`config.mk`:
```
export PLATFORM = sky130hd
export DESIGN_NAME = delay_tap_reader_flat
export DESIGN_NICKNAME = d
export VERILOG_FILES = /design/src/rtl/delay_tap_reader_if.sv /design/src/rtl/delay_tap_reader.sv /design/src/flat_wrapper.sv
export SDC_FILE = /design/constraint.sdc
export NUM_CORES = 1
export LEC_CHECK = 0
export CAP_MARGIN = 20
export CORE_MARGIN = 2
export CORE_UTILIZATION = 45
export CTS_CLUSTER_DIAMETER = 60
export DETAILED_ROUTE_END_ITERATION = 16
export PLACE_DENSITY = 0.69
export SYNTH_ARGS = -nofsm -noshare
export SYNTH_HDL_FRONTEND = slang
export SYNTH_SLANG_ARGS = --single-unit
```
`constraint.sdc`:
```
create_clock -name clk -period 8.65 [get_ports clk]
set_input_delay 0.865 -clock clk [delete_from_list [all_inputs] [get_ports clk]]
set_output_delay 0.865 -clock clk [all_outputs]
set_load 0.05 [all_outputs]
```
`src/rtl/delay_tap_reader_if.sv`:
```
// Read port of the delay-line BRAM ring: reader drives the strobe/address, memory returns data.
// Data is valid the cycle after rd_en.
interface delay_tap_reader_if #(
    parameter int unsigned AW    = 5,
    parameter int unsigned WIDTH = 12
);
    logic             rd_en;
    logic [AW-1:0]    rd_addr;
    logic [WIDTH-1:0] rd_data;

    modport master (output rd_en, output rd_addr, input rd_data);
    modport slave  (input rd_en, input rd_addr, output rd_data);
endinterface

```
`src/rtl/delay_tap_reader.sv`:
```
// Multi-tap reader for the delay-line BRAM ring: one gained mix of TAPS delayed samples per tick.
// Define OUT_SATURATE_EN to clamp the mixed output; otherwise it wraps to WIDTH bits.
module delay_tap_reader #(
    parameter int unsigned WIDTH  = 12,
    parameter int unsigned MAXLEN = 30,
    parameter int unsigned TAPS   = 4,
    parameter int unsigned GAIN_W = 8,
    localparam int unsigned AW    = $clog2(MAXLEN)
) (
    input  logic                     clk,
    input  logic                     rstn,
    input  logic                     enable,
    input  logic                     sample_tick,
    input  logic [AW-1:0]            wr_ptr,
    input  logic [TAPS*32-1:0]       len,
    input  logic [TAPS*GAIN_W-1:0]   gain,
    delay_tap_reader_if.master       bram,
    output logic [WIDTH-1:0]         out,
    output logic                     out_valid,
    output logic                     busy,
    output logic                     overrun
);

    localparam int unsigned TW   = (TAPS > 1) ? $clog2(TAPS) : 1;
    localparam int unsigned AccW = WIDTH + GAIN_W + $clog2(TAPS) + 1;
    localparam logic signed [AccW-1:0] OutMax = AccW'((1 << (WIDTH - 1)) - 1);
    localparam logic signed [AccW-1:0] OutMin = ~OutMax;

    typedef enum logic [1:0] {StIdle, StIssue, StDrain, StDone} state_e;

    state_e                      state_q, state_d;
    logic [TW-1:0]               tap_q, tap_d, gidx;
    logic [AW-1:0]               wr_ptr_q, wr_ptr_d;
    logic [TAPS-1:0][31:0]       len_q, len_d;
    logic [TAPS-1:0][GAIN_W-1:0] gain_q, gain_d;
    logic signed [AccW-1:0]      acc_q, acc_d, data_ext, gain_ext, scaled;
    logic [WIDTH-1:0]            out_q, out_d;
    logic                        overrun_q, overrun_d;
    logic                        accept, last_tap, acc_en;

    // Ring address of a tap: clamp the delay to the ring, then step back from the writer.
    function automatic logic [AW-1:0] tap_addr(input logic [AW-1:0] ptr, input logic [31:0] dly);
        logic [31:0] l;
        logic [31:0] p;
        l = (dly > MAXLEN - 1) ? 32'(MAXLEN - 1) : dly;
        p = 32'(ptr);
        if (l <= p) return AW'(p - l);
        return AW'(p + MAXLEN - l);
    endfunction

    assign accept   = (state_q == StIdle) && sample_tick && enable;
    assign last_tap = (tap_q == TW'(TAPS - 1));

    always_ff @(posedge clk) begin
        if (!rstn) state_q <= StIdle;
        else       state_q <= state_d;
    end

    always_comb begin
        state_d = state_q;
        unique case (state_q)
            StIdle:  if (accept) state_d = StIssue;
            StIssue: if (last_tap) state_d = StDrain;
            StDrain: state_d = StDone;
            StDone:  state_d = StIdle;
            default: state_d = StIdle;
        endcase
    end

    always_comb begin
        wr_ptr_d  = wr_ptr_q;
        len_d     = len_q;
        gain_d    = gain_q;
        tap_d     = tap_q;
        acc_d     = acc_q;
        out_d     = out_q;
        overrun_d = overrun_q | (sample_tick & (state_q != StIdle));

        // Data arriving now belongs to the tap issued one cycle earlier.
        gidx     = (state_q == StDrain) ? TW'(TAPS - 1) : tap_q - TW'(1);
        data_ext = AccW'($signed(bram.rd_data));
        gain_ext = AccW'({1'b0, gain_q[gidx]});
        acc_en   = ((state_q == StIssue) && (tap_q != '0)) || (state_q == StDrain);
        if (acc_en) acc_d = acc_q + data_ext * gain_ext;

        if (accept) begin
            wr_ptr_d = wr_ptr;
            len_d    = len;
            gain_d   = gain;
            tap_d    = '0;
            acc_d    = '0;
        end
        if (state_q == StIssue) tap_d = tap_q + TW'(1);

        scaled = acc_d >>> (GAIN_W - 1);
        if (state_q == StDrain) begin
`ifdef OUT_SATURATE_EN
            if (scaled > OutMax)      out_d = OutMax[WIDTH-1:0];
            else if (scaled < OutMin) out_d = OutMin[WIDTH-1:0];
            else                      out_d = scaled[WIDTH-1:0];
`else
            out_d = scaled[WIDTH-1:0];
`endif
        end
    end

    always_ff @(posedge clk) begin
        if (!rstn) begin
            wr_ptr_q  <= '0;
            len_q     <= '0;
            gain_q    <= '0;
            tap_q     <= '0;
            acc_q     <= '0;
            out_q     <= '0;
            overrun_q <= 1'b0;
        end else begin
            wr_ptr_q  <= wr_ptr_d;
            len_q     <= len_d;
            gain_q    <= gain_d;
            tap_q     <= tap_d;
            acc_q     <= acc_d;
            out_q     <= out_d;
            overrun_q <= overrun_d;
        end
    end

    always_comb begin
        bram.rd_en   = 1'b0;
        bram.rd_addr = '0;
        if (state_q == StIssue) begin
            bram.rd_en   = 1'b1;
            bram.rd_addr = tap_addr(wr_ptr_q, len_q[tap_q]);
        end
        out_valid = (state_q == StDone);
        busy      = (state_q != StIdle);
        out       = out_q;
        overrun   = overrun_q;
    end

endmodule

```
`src/flat_wrapper.sv`:
```
// flat-port wrapper written by rule: the top's interface ports become plain ports
module delay_tap_reader_flat 
#(
    parameter int unsigned WIDTH  = 12,
    parameter int unsigned MAXLEN = 30,
    parameter int unsigned TAPS   = 4,
    parameter int unsigned GAIN_W = 8,
    localparam int unsigned AW    = $clog2(MAXLEN)
)
  (clk, rstn, enable, sample_tick, wr_ptr, len, gain, out, out_valid, busy, overrun, bram_rd_en, bram_rd_addr, bram_rd_data);
  delay_tap_reader_if #(.AW((5)), .WIDTH(WIDTH)) bram_i ();
  input  logic clk;
  input  logic rstn;
  input  logic enable;
  input  logic sample_tick;
  input  logic [AW-1:0] wr_ptr;
  input  logic [TAPS*32-1:0] len;
  input  logic [TAPS*GAIN_W-1:0] gain;
  output logic [WIDTH-1:0] out;
  output logic out_valid;
  output logic busy;
  output logic overrun;
  output wire logic [$bits(bram_i.rd_en)-1:0] bram_rd_en;
  output wire logic [$bits(bram_i.rd_addr)-1:0] bram_rd_addr;
  input wire logic [$bits(bram_i.rd_data)-1:0] bram_rd_data;
  assign bram_rd_en = bram_i.rd_en;
  assign bram_rd_addr = bram_i.rd_addr;
  assign bram_i.rd_data = bram_rd_data;
  delay_tap_reader #(.WIDTH(WIDTH), .MAXLEN(MAXLEN), .TAPS(TAPS), .GAIN_W(GAIN_W)) u_core (.clk(clk), .rstn(rstn), .enable(enable), .sample_tick(sample_tick), .wr_ptr(wr_ptr), .len(len), .gain(gain), .bram(bram_i), .out(out), .out_valid(out_valid), .busy(busy), .overrun(overrun));
endmodule
```
After elaboration in Yosys (flattened, before gate mapping). Cells that the tools add are included. Widths: inputs -> output; s select.

Memories kept: 0. Output and inout port bits: 21. Word-level logic and storage cells: 64. Flip-flop bits (word level): 205. Latch bits: 0. Bits of input ports: 181. Memory bits (writable): 0. Memory bits (read-only): 0.

Shift-type cells: 0. Equality and inequality tests: 6. Multiplexer cells: 19. Add/sub/neg operators: 6. Multiply operators: 1. Order comparisons: 4. Reduce and logical (&&, ||, !) cells: 10. Bitwise operators: 3. Divide/modulo/power cells: 0.

Operator list (count): $bmux 32 s2 (1); $mux 32 (2); $mux 19 (2); $gt 32x5->1 const B (1); $le 32x5->1 (1); $add 23x21->23 (1); $mul 12x9->21 (1); $bmux 8 s2 (1); $mux 5 (3); $mux 2 (5); $sub 5x5->5 (2); $mux 8 (1); $pmux 2 s4 (1); $eq 2x2->1 const B (3); $lt 2x3->1 const B (2); $reduce_bool 2->1 (3); $add 5x5->5 const B (1); $ne 2x1->1 const B (2); $logic_and 1x1->1 (3); $mux 1 (3); $add 2x1->2 const B (1); $eq 2x1->1 const B (1); $logic_not 2->1 (1); $reduce_and 2->1 (1); other kinds (6) (6).

Logic depth before layout (Yosys ltp). Gate-level depths: netlist of the first run.

Depth in word-level cells: 9. Mapped depth: 27. Mapped depth without buffers: 23.

Least setup slack after synthesis of the first run. Ideal clock, no wire load.

Path type: reg-to-reg. From: reg u_core.tap_q[1]. To: reg u_core.out_q[11], in the netlist u_core.out[11]. Path slack: 1.939 ns. Clock period less this slack: 6.711 ns. Required time: 8.534 ns. Buffers on the path: 4. Setup time: 0.116 ns. Stages on the path, launching flop included: 27. Arrival time: 6.595 ns. Cells stage by stage: dfxtp_1 -> clkbuf_1 -> inv_1 -> ha_1 -> nand2b_1 -> buf_2 -> mux4_2 -> clkbuf_1 -> and2_1 -> fa_1 -> inv_1 -> fa_1 -> inv_1 -> fa_1 -> fa_1 -> inv_1 -> fa_1 -> inv_1 -> ha_1 -> clkbuf_1 -> a21o_1 -> a21oi_1 -> o21bai_1 -> a21o_1 -> a211oi_2 -> xnor2_1 -> a31o_2.

Longest elaborated chain between the ends: 8. Elaborated cells on any way between the ends: 11. Those cells by class: add/sub: 2; mul: 1; mux: 5; reduce/logical: 3.

RTL lines: start: declaration (line delay_tap_reader.sv:32) `logic [TW-1:0] tap_q, tap_d, gidx;`; start signal: assignment (line delay_tap_reader.sv:120) `tap_q <= tap_d;`; $sub 2x1->2 (line delay_tap_reader.sv:80) `gidx = (state_q == StDrain) ? TW'(TAPS - 1) : tap_q - TW'(1);`; $mux 2 (line delay_tap_reader.sv:80); $bmux 8 s2 (line delay_tap_reader.sv:82) `gain_ext = AccW'({1'b0, gain_q[gidx]});`; $mux 8 (not written as such) (line delay_tap_reader.sv:82); $mul 12x9->21 (line delay_tap_reader.sv:84) `if (acc_en) acc_d = acc_q + data_ext * gain_ext;`; $add 23x21->23 (line delay_tap_reader.sv:84); $mux 19 * (line delay_tap_reader.sv:84); $mux 19 * (line delay_tap_reader.sv:86) `if (accept) begin`; end signal: assignment (line delay_tap_reader.sv:122) `out_q <= out_d;`; end: declaration (line delay_tap_reader.sv:37) `logic [WIDTH-1:0] out_q, out_d;`.

Mark *: on every way between the ends. The rest lies on a longest branch, timed or not. The select of a mux whose other input is x is not followed. A chain may end at the register's enable or synchronous reset.

Worst setup path after layout of the first run.
From: reg u_core.state_q[0]. To: reg u_core.out_q[11], in the netlist u_core.out[11].

Longest elaborated chain between the ends: 8. Elaborated cells on any way between the ends: 14. Those cells by class: add/sub: 1; mul: 1; eq/ne: 2; mux: 5; reduce/logical: 5.

RTL lines: start: declaration (line delay_tap_reader.sv:31) `state_e state_q, state_d;`; start signal: assignment (line delay_tap_reader.sv:55) `if (!rstn) state_q <= StIdle;`; start signal: assignment (line delay_tap_reader.sv:56) `else state_q <= state_d;`; $eq 2x2->1 (line delay_tap_reader.sv:80, delay_tap_reader.sv:83, delay_tap_reader.sv:96); $mux 2 (line delay_tap_reader.sv:80); $bmux 8 s2 (line delay_tap_reader.sv:82); $mux 8 (not written as such) (line delay_tap_reader.sv:82); $mul 12x9->21 (line delay_tap_reader.sv:84); $add 23x21->23 (line delay_tap_reader.sv:84); $mux 19 (line delay_tap_reader.sv:84); $mux 19 (line delay_tap_reader.sv:86).

Several ways; a longest one is shown, not always the timed one. The select of a mux whose other input is x is not followed.

==> parameters.txt, run 1 <==
Parameter                              Value

Logic synthesis
  Register bit total from synthesis    approximately 200
  Largest family of logic cells by synthesized area    adder cells
  Gate Count Post-Synth    roughly 1500
  Number of unique standard cell types used by synthesis    51
  Synthesis Warnings    0
  Prevailing post-synth register cell    dfxtp_1
  Most frequent cell after synthesis    nand2_1
  Adder-cell share of the synthesized area    20.7%
  Average cell area after synthesis    about 8.5 µm²
  Netlist area before placement    ~13000 µm²
  Share of synthesized area occupied by flip-flops and latches    31.9%
  Cell types occupying the most area after synthesis    dfxtp_1 (32%), fa_1 (14%), nand2_1 (12%), a21boi_0 (10%), ha_1 (6.4%)
  Multiplexer area fraction after synthesis    around 2.5%
  Cell taking the most area after synthesis    dfxtp_1
  Fraction of synthesized cell area taken by the top area cell type    31.9%
  Async set-reset flop share out of synthesis    0%
  Complex-gate fraction of the synthesized area    roughly 16%
  Number of enable flip-flop cells after synthesis    0
  Simple-gate share of the synthesized area    20.6%
  Most instantiated cells after synthesis    nand2_1 (408), dfxtp_1 (201), a21boi_0 (169), inv_1 (146), fa_1 (90)
  Synth Area in XOR/XNOR    under 10%
  Post-synth net total    1829

CTS
  TritonCTS clock tree    done
  Clock latency reported for the late side of the worst-skew pair    approximately 0.54 ns
  TritonCTS buffer count    25
  Maximum buffer depth of the clock tree    3
  Root buffer cell    clkbuf_16
  Hold_buf cts    0
  Quantity of gates resized following cts    0
  Sink Count    201
  Post-CTS Setup Bufs    0
  Clock slew at reported path FFs    about 0.060 ns
  H-tree Lvls    1

Routing
  WL per Instance    roughly 16 µm
  Total Routed Length    between 30000 and 40000 µm
  First-iteration detailed-routing DRC count    550
  Remaining number of nets flagged by the antenna check after routing    0
  1st-pass router iterations    4
  Overall via count from detail_route    around 10000
  Via-to-Cell Ratio    slightly above 5
  Post-route DRC violation count    0

Global route
  Number of global-route vias before repair    between 10000 and 15000
  All-layer global routing usage    between 20 and 25%
  Grt peak-use layer    met2
  Global routing usage on met2    about 37%
  Met1 Use GR    28.7%
  Antenna violations before repair    8
  Global-route wire length before repair    approximately 52000 µm
  GR Layer Usage met3    5.75%
  Aggregate global routing overflow    0
  Largest net degree at the start of global routing    around 120

Floorplan
  Cell Rows    61
  Top Ports    202
  Full die area    ~29000 µm²
  Die height    171 µm
  Core area    27700 µm²
  Die X-Extent    between 150 and 200 µm
  Effective utilization at floorplan    between 40% and 50%

Flow run
  Max-capacitance violation count    0

Timing
  Max Freq    approximately 130 MHz
  Final clock skew    0.0105 ns
  Transition time of the tightest slew-check pin    slightly above 1 ns
  Finish-stage setup viols    0
  Hold Vio Cnt, Final    0
  Min Tclk post-route    ~7.6 ns
  Slew Limit Headroom    between 30 and 40%
  Setup repair after global routing missed its margin    no
  Post-Route Setup TNS    0 ns
  Hold WS    0.461 ns
  Final-report max-slew violation count    0
  Share of the cycle needed by the critical path after routing    just under 90%

Cells and area
  Area of combinational cells with multiple inputs    just under 8000 µm²
  Filler Cells Inserted    approximately 2500
  Final-stage net count    just under 2000
  Area taken by flip-flops and latches    4020 µm²
  Area growth from synthesis to layout    24.2%
  Share of post-route cells with drive strength above 1    between 3 and 4%

Run status
  Status    complete, no violations

Placement
  Final weighted congestion of routability-driven global placement    between 0.8 and 0.9
  Detailed placement HPWL    23800 µm
  Number of input and output port buffers inserted    ~200

Worst setup path
  Worst setup path class    reg -> reg
  Max incr delay on CP    roughly 0.77 ns
  Crit path cell chain    inv_1 > ha_1 > nand2b_1 > mux4_2 > and2_1 > fa_1 > fa_1 > inv_1 > fa_1 > inv_1 > fa_1 > inv_1 > fa_1 > inv_1 > ha_1 > a2111oi_0 > o21ai_1 > a31oi_1 > a21oi_1 > a211oi_2 > xnor2_1 > a31o_2
  Worst-path cell with the longest stage delay    ha_1
  Data arrival at the endpoint of the critical path    8.00 ns
  Endpoint kind of the worst setup timing path    flip-flop
  CP required    between 9 and 10 ns
  Largest driver fanout on the critical path    28
  Kind of start point of the critical path    flip-flop

Min path
  Worst hold path class    reg -> reg

Power
  Power per standard cell area    246 nW/µm²
  Standby leakage power    approximately 6.4 nW
  Peak supply drop    between 150 and 200 µV
[cell families after synthesis]
| family | after synthesis |
|---|---|
| flip-flops | 201 |
| AND/OR/NAND/NOR | 589 |
| adder cells (fa/ha/maj) | 155 |
| AO/OA/AOI/OAI | 277 |
| buffers and inverters | 229 |
| XOR/XNOR | 27 |
| multiplexers | 15 |
[sequential cells by signal, summed over array words and instances (netlist names)]
| signal | flops |
|---|---|
| u_core.wr_ptr_q | 5 |
| u_core.len_q | 128 |
| u_core.overrun | 1 |
| u_core.out | 12 |
| u_core.acc_q | 19 |
| u_core.tap_q | 2 |
| u_core.gain_q | 32 |
| u_core.state_q | 2 |
[layer usage]
layer	wire length [µm]	share of wire, %	up-vias
met2	15200	47	240
met4	632	2.0	8
met5	52	0.16	-
li1	-	-	5132
met1	13900	44	4912
met3	2200	6.9	48
[cell type report]
cell class / count / area share, %
multi-input cells: 1063 / 49.4
clock buffers: 32 / 4.35
repair buffers: 206 / 13.2
flip-flops and latches: 201 / 25.7
clock inverters: 9 / 0.814
diodes: 5 / 0.0798
well taps: 378 / 3.02
inverters: 146 / 3.49
[metrics by stage]
stage                     setup slack (ns)  util [%]  cell area, µm²  instances  power, mW
final                                 1.08      56.6           15700       2040       3.85
after global routing                 0.685      56.6           15700       2037       4.15
after CTS                             1.21      56.5           15600       2034       3.88
after detailed placement              1.23      53.5           14800       1993       2.83
after global placement                1.33      53.5           14800       1993       2.80
after floorplan                       1.94         -           12600       1493       2.37
[path summary, 6_finish.rpt]
kind | from | endpoint | slack (ns) | cells after the start
max | u_core.state_q[0] | u_core.out[11] | 1.08 | 22
max reg2reg | u_core.state_q[0] | u_core.out[11] | 1.08 | 22
min | u_core.acc_q[10] | u_core.acc_q[10] | 0.46 | 2
min reg2reg | u_core.acc_q[10] | u_core.acc_q[10] | 0.46 | 2
[where the power goes]
group / switching [mW] / internal (mW) / leakage (nW)
Combinational: 1.04 / 0.682 / 4.34
Sequential: 0.0617 / 1.03 / 1.64
Clock: 0.417 / 0.619 / 0.394
Total: 1.52 / 2.33 / 6.37
[layout by cell type (no fill, tap or decap), types with 4 or more instances in the layout]
master	count
and3_1	4
a21oi_1	39
nand3_1	20
mux4_2	13
clkbuf_1	4
a21boi_0	169
diode_2	5
nand4_1	9
nand2b_1	10
a211oi_1	10
a21o_1	8
o211ai_1	5
clkbuf_16	25
xnor2_1	19
buf_4	5
nor2_1	20
nand2_1	408
nor4_1	18
nand3b_1	5
dfxtp_1	201
nor2b_1	9
o21a_1	9
xor2_1	8
nor3_1	10
clkdlybuf4s50_1	200
or4_1	7
o21bai_1	5
fa_1	90
inv_1	146
ha_1	65
and2_1	61
o21ai_0	12
[worst max-delay path: cells and delay by family (launching register included)]
family	cells	cell delay (ns)
adder cells (fa/ha/maj)	7	3.60
multiplexers	1	0.50
buffers and inverters	5	0.31
AO/OA/AOI/OAI	6	1.89
XOR/XNOR	1	0.10
flip-flops	1	0.34
AND/OR/NAND/NOR	2	0.70
No activity file was read; power rests on OpenSTA's default activity.
==> run 2: changes to the inputs <==
Settings changed: GPL_ROUTABILITY_DRIVEN from default to 1, RECOVER_POWER from default to 50.
==> run 2 against run 1 <==
The flow now finishes with violations (capacitance limit, slew limit). Sequential share of layout area is 0.078 points higher. Worst setup slack improved by 0.0080 ns. Global-route usage did not move. Total power barely moved. Critical path type unchanged.
==> parameters.txt, run 2 (synthesis results as in run 1) <==
Parameter                              Value

Run status
  Status    finished with violations
  Violations in the final reports    capacitance limit, slew limit

Routing
  Total Routed Length    32100 µm (+0.18%)
  Post-route DRC violation count    0 (unchanged)
  Overall via count from detail_route    10400 (+0.24%)
  Remaining number of nets flagged by the antenna check after routing    0 (unchanged)
  Via-to-Cell Ratio    5.08 (+0.24%)
  WL per Instance    15.7 µm (+0.18%)
  1st-pass router iterations    5 (+1)
  First-iteration detailed-routing DRC count    531 (-3.5%)

Power
  Peak supply drop    192 µV (+0.36%)
  Power per standard cell area    246 nW/µm² (+0.25%)
  Standby leakage power    6.39 nW (+0.38%)

Cells and area
  Max FFs per register    128 (unchanged)
  Commonest non-fill, non-tap cell in the layout    nand2_1
  Area taken by flip-flops and latches    4020 µm² (unchanged)
  Share of post-route cells with drive strength above 1    3.50% (-0.30 points)
  Area growth from synthesis to layout    23.9%
  Largest registers    u_core.len_q (128), u_core.gain_q (32), u_core.acc_q (19)
  Filler Cells Inserted    2524 (+0.28%)
  Most frequent cells in the layout    nand2_1 (408), dfxtp_1 (201), clkdlybuf4s50_1 (185), a21boi_0 (169), inv_1 (146)
  Finished Core Util    56.4% (-0.17 points)
  Area of combinational cells with multiple inputs    7740 µm² (-0.16%)
  Most flop-heavy register    u_core.len_q
  Final-stage net count    1979 (unchanged)

Worst setup path
  Crit path cell chain    inv_1 > ha_1 > nand2b_1 > mux4_2 > and2_1 > fa_1 > fa_1 > inv_1 > fa_1 > inv_1 > fa_1 > inv_1 > fa_1 > inv_1 > ha_1 > a2111oi_0 > o21ai_1 > a31oi_1 > a21oi_1 > a211oi_2 > xnor2_1 > a31o_2
  CP required    9.08 ns (about the same)
  Worst setup path class    reg -> reg
  Max incr delay on CP    0.77 ns (about the same)
  Endpoint kind of the worst setup timing path    flip-flop
  Worst-path cell with the longest stage delay    ha_1
  Largest driver fanout on the critical path    28 (unchanged)
  Kind of start point of the critical path    flip-flop
  Data arrival at the endpoint of the critical path    8.00 ns (about the same)

CTS
  Clock latency reported for the late side of the worst-skew pair    0.54 ns (about the same)
  TritonCTS buffer count    25 (unchanged)
  Quantity of gates resized following cts    0 (unchanged)
  Sink Count    201 (unchanged)
  Post-CTS Setup Bufs    0 (unchanged)
  Root buffer cell    clkbuf_16
  Clock slew at reported path FFs    0.06 ns (about the same)
  Maximum buffer depth of the clock tree    3 (unchanged)
  Hold_buf cts    0 (unchanged)
  H-tree Lvls    1 (unchanged)
  TritonCTS clock tree    done

Floorplan
  Core area    27700 µm² (unchanged)
  Effective utilization at floorplan    45.6% (unchanged)
  Full die area    29400 µm² (unchanged)
  Die height    171 µm (unchanged)
  Die X-Extent    171 µm (unchanged)
  Top Ports    202 (unchanged)
  Cell Rows    61 (unchanged)

Global route
  Largest net degree at the start of global routing    123 (unchanged)
  All-layer global routing usage    22.1% (unchanged)
  Number of global-route vias before repair    10200 (unchanged)
  Global-route wire length before repair    51600 µm (unchanged)
  Antenna violations before repair    8 (unchanged)
  Aggregate global routing overflow    0 (unchanged)

Timing
  Slew Limit Headroom    -171% (-200 points)
  Post-Route Setup TNS    0 ns (unchanged)
  Setup repair after global routing missed its margin    no
  Finish-stage setup viols    0 (unchanged)
  Final-report max-slew violation count    354 (+354)
  Slack of the critical path    1.09 ns (+0.00804 ns)
  Hold WS    0.461 ns (+0.000456 ns)
  Final clock skew    0.0107 ns (+0.000153 ns)
  Max Freq    132 MHz (+0.11%)
  Min Tclk post-route    7.56 ns (-0.00804 ns)
  Hold Vio Cnt, Final    0 (unchanged)
  Transition time of the tightest slew-check pin    4.07 ns (+3.06 ns)
  Share of the cycle needed by the critical path after routing    87.4% (-0.093 points)

Flow run
  Max-capacitance violation count    4 (+4)

Placement
  Final weighted congestion of routability-driven global placement    0.847 (unchanged)
  Pre-CTS worst setup slack    1.23 ns (unchanged)
  Detailed placement HPWL    23800 µm (unchanged)
  Number of input and output port buffers inserted    201 (unchanged)

Min path
  Worst hold path class    reg -> reg
-- run 2: cell types whose count changed in the layout (fill, tap and decap cells not counted), sizes merged --
cell and change:
clkdlybuf4s50 -15, dlygate4sd3 +15, buf -4, clkbuf +4
-- run 2: path summary, 6_finish.rpt --
path | startpoint | endpoint | slack, ns | depth (start not counted)
setup / recovery | u_core.state_q[0] | u_core.out[11] | 1.09 | 22
hold / removal | u_core.acc_q[10] | u_core.acc_q[10] | 0.46 | 2
setup reg to reg | u_core.state_q[0] | u_core.out[11] | 1.09 | 22
hold reg to reg | u_core.acc_q[10] | u_core.acc_q[10] | 0.46 | 2
-- run 2: worst max-delay path: cells and delay by family, from the launching register on --
| family | cells | cell delay [ns] |
|---|---|---|
| flip-flops | 1 | 0.33 |
| buffers and inverters | 5 | 0.31 |
| AND/OR/NAND/NOR | 2 | 0.70 |
| XOR/XNOR | 1 | 0.10 |
| AO/OA/AOI/OAI | 6 | 1.86 |
| multiplexers | 1 | 0.50 |
| adder cells (fa/ha/maj) | 7 | 3.62 |
-- run 2: routing by layer --
layer	vias to the layer above	global-route usage [%]	part of all wire (%)
li1	5129	-	-
met1	4957	28.7	43
met2	223	36.9	48
met3	48	5.75	6.9
met4	8	4.97	2.0
met5	-	0	0.16
-- run 2: report_power, final --
part	leakage, nW	total (mW)	switching [mW]	internal, mW
Sequential	1.64	1.09	0.0612	1.03
Combinational	4.36	1.72	1.04	0.679
Clock	0.394	1.04	0.418	0.619
Total	6.39	3.85	1.52	2.33
-- run 2: area by class of cell --
type                    count  area share (%)
inverters                 146            3.50
diodes                      5          0.0800
well taps                 378            3.02
multi-input cells        1063            49.5
repair buffers            206            13.0
clock buffers              32            4.36
clock inverters             9           0.816
flip-flops and latches    201            25.7
-- run 2: stage by stage --
| stage | power (mW) | instance area (µm²) | cells |
|---|---|---|---|
| floorplan | 2.37 | 12600 | 1493 |
| global placement | 2.80 | 14800 | 1993 |
| detailed placement | 2.83 | 14800 | 1993 |
| CTS | 3.88 | 15600 | 2034 |
| global route | 4.15 | 15600 | 2037 |
| finish | 3.85 | 15600 | 2040 |
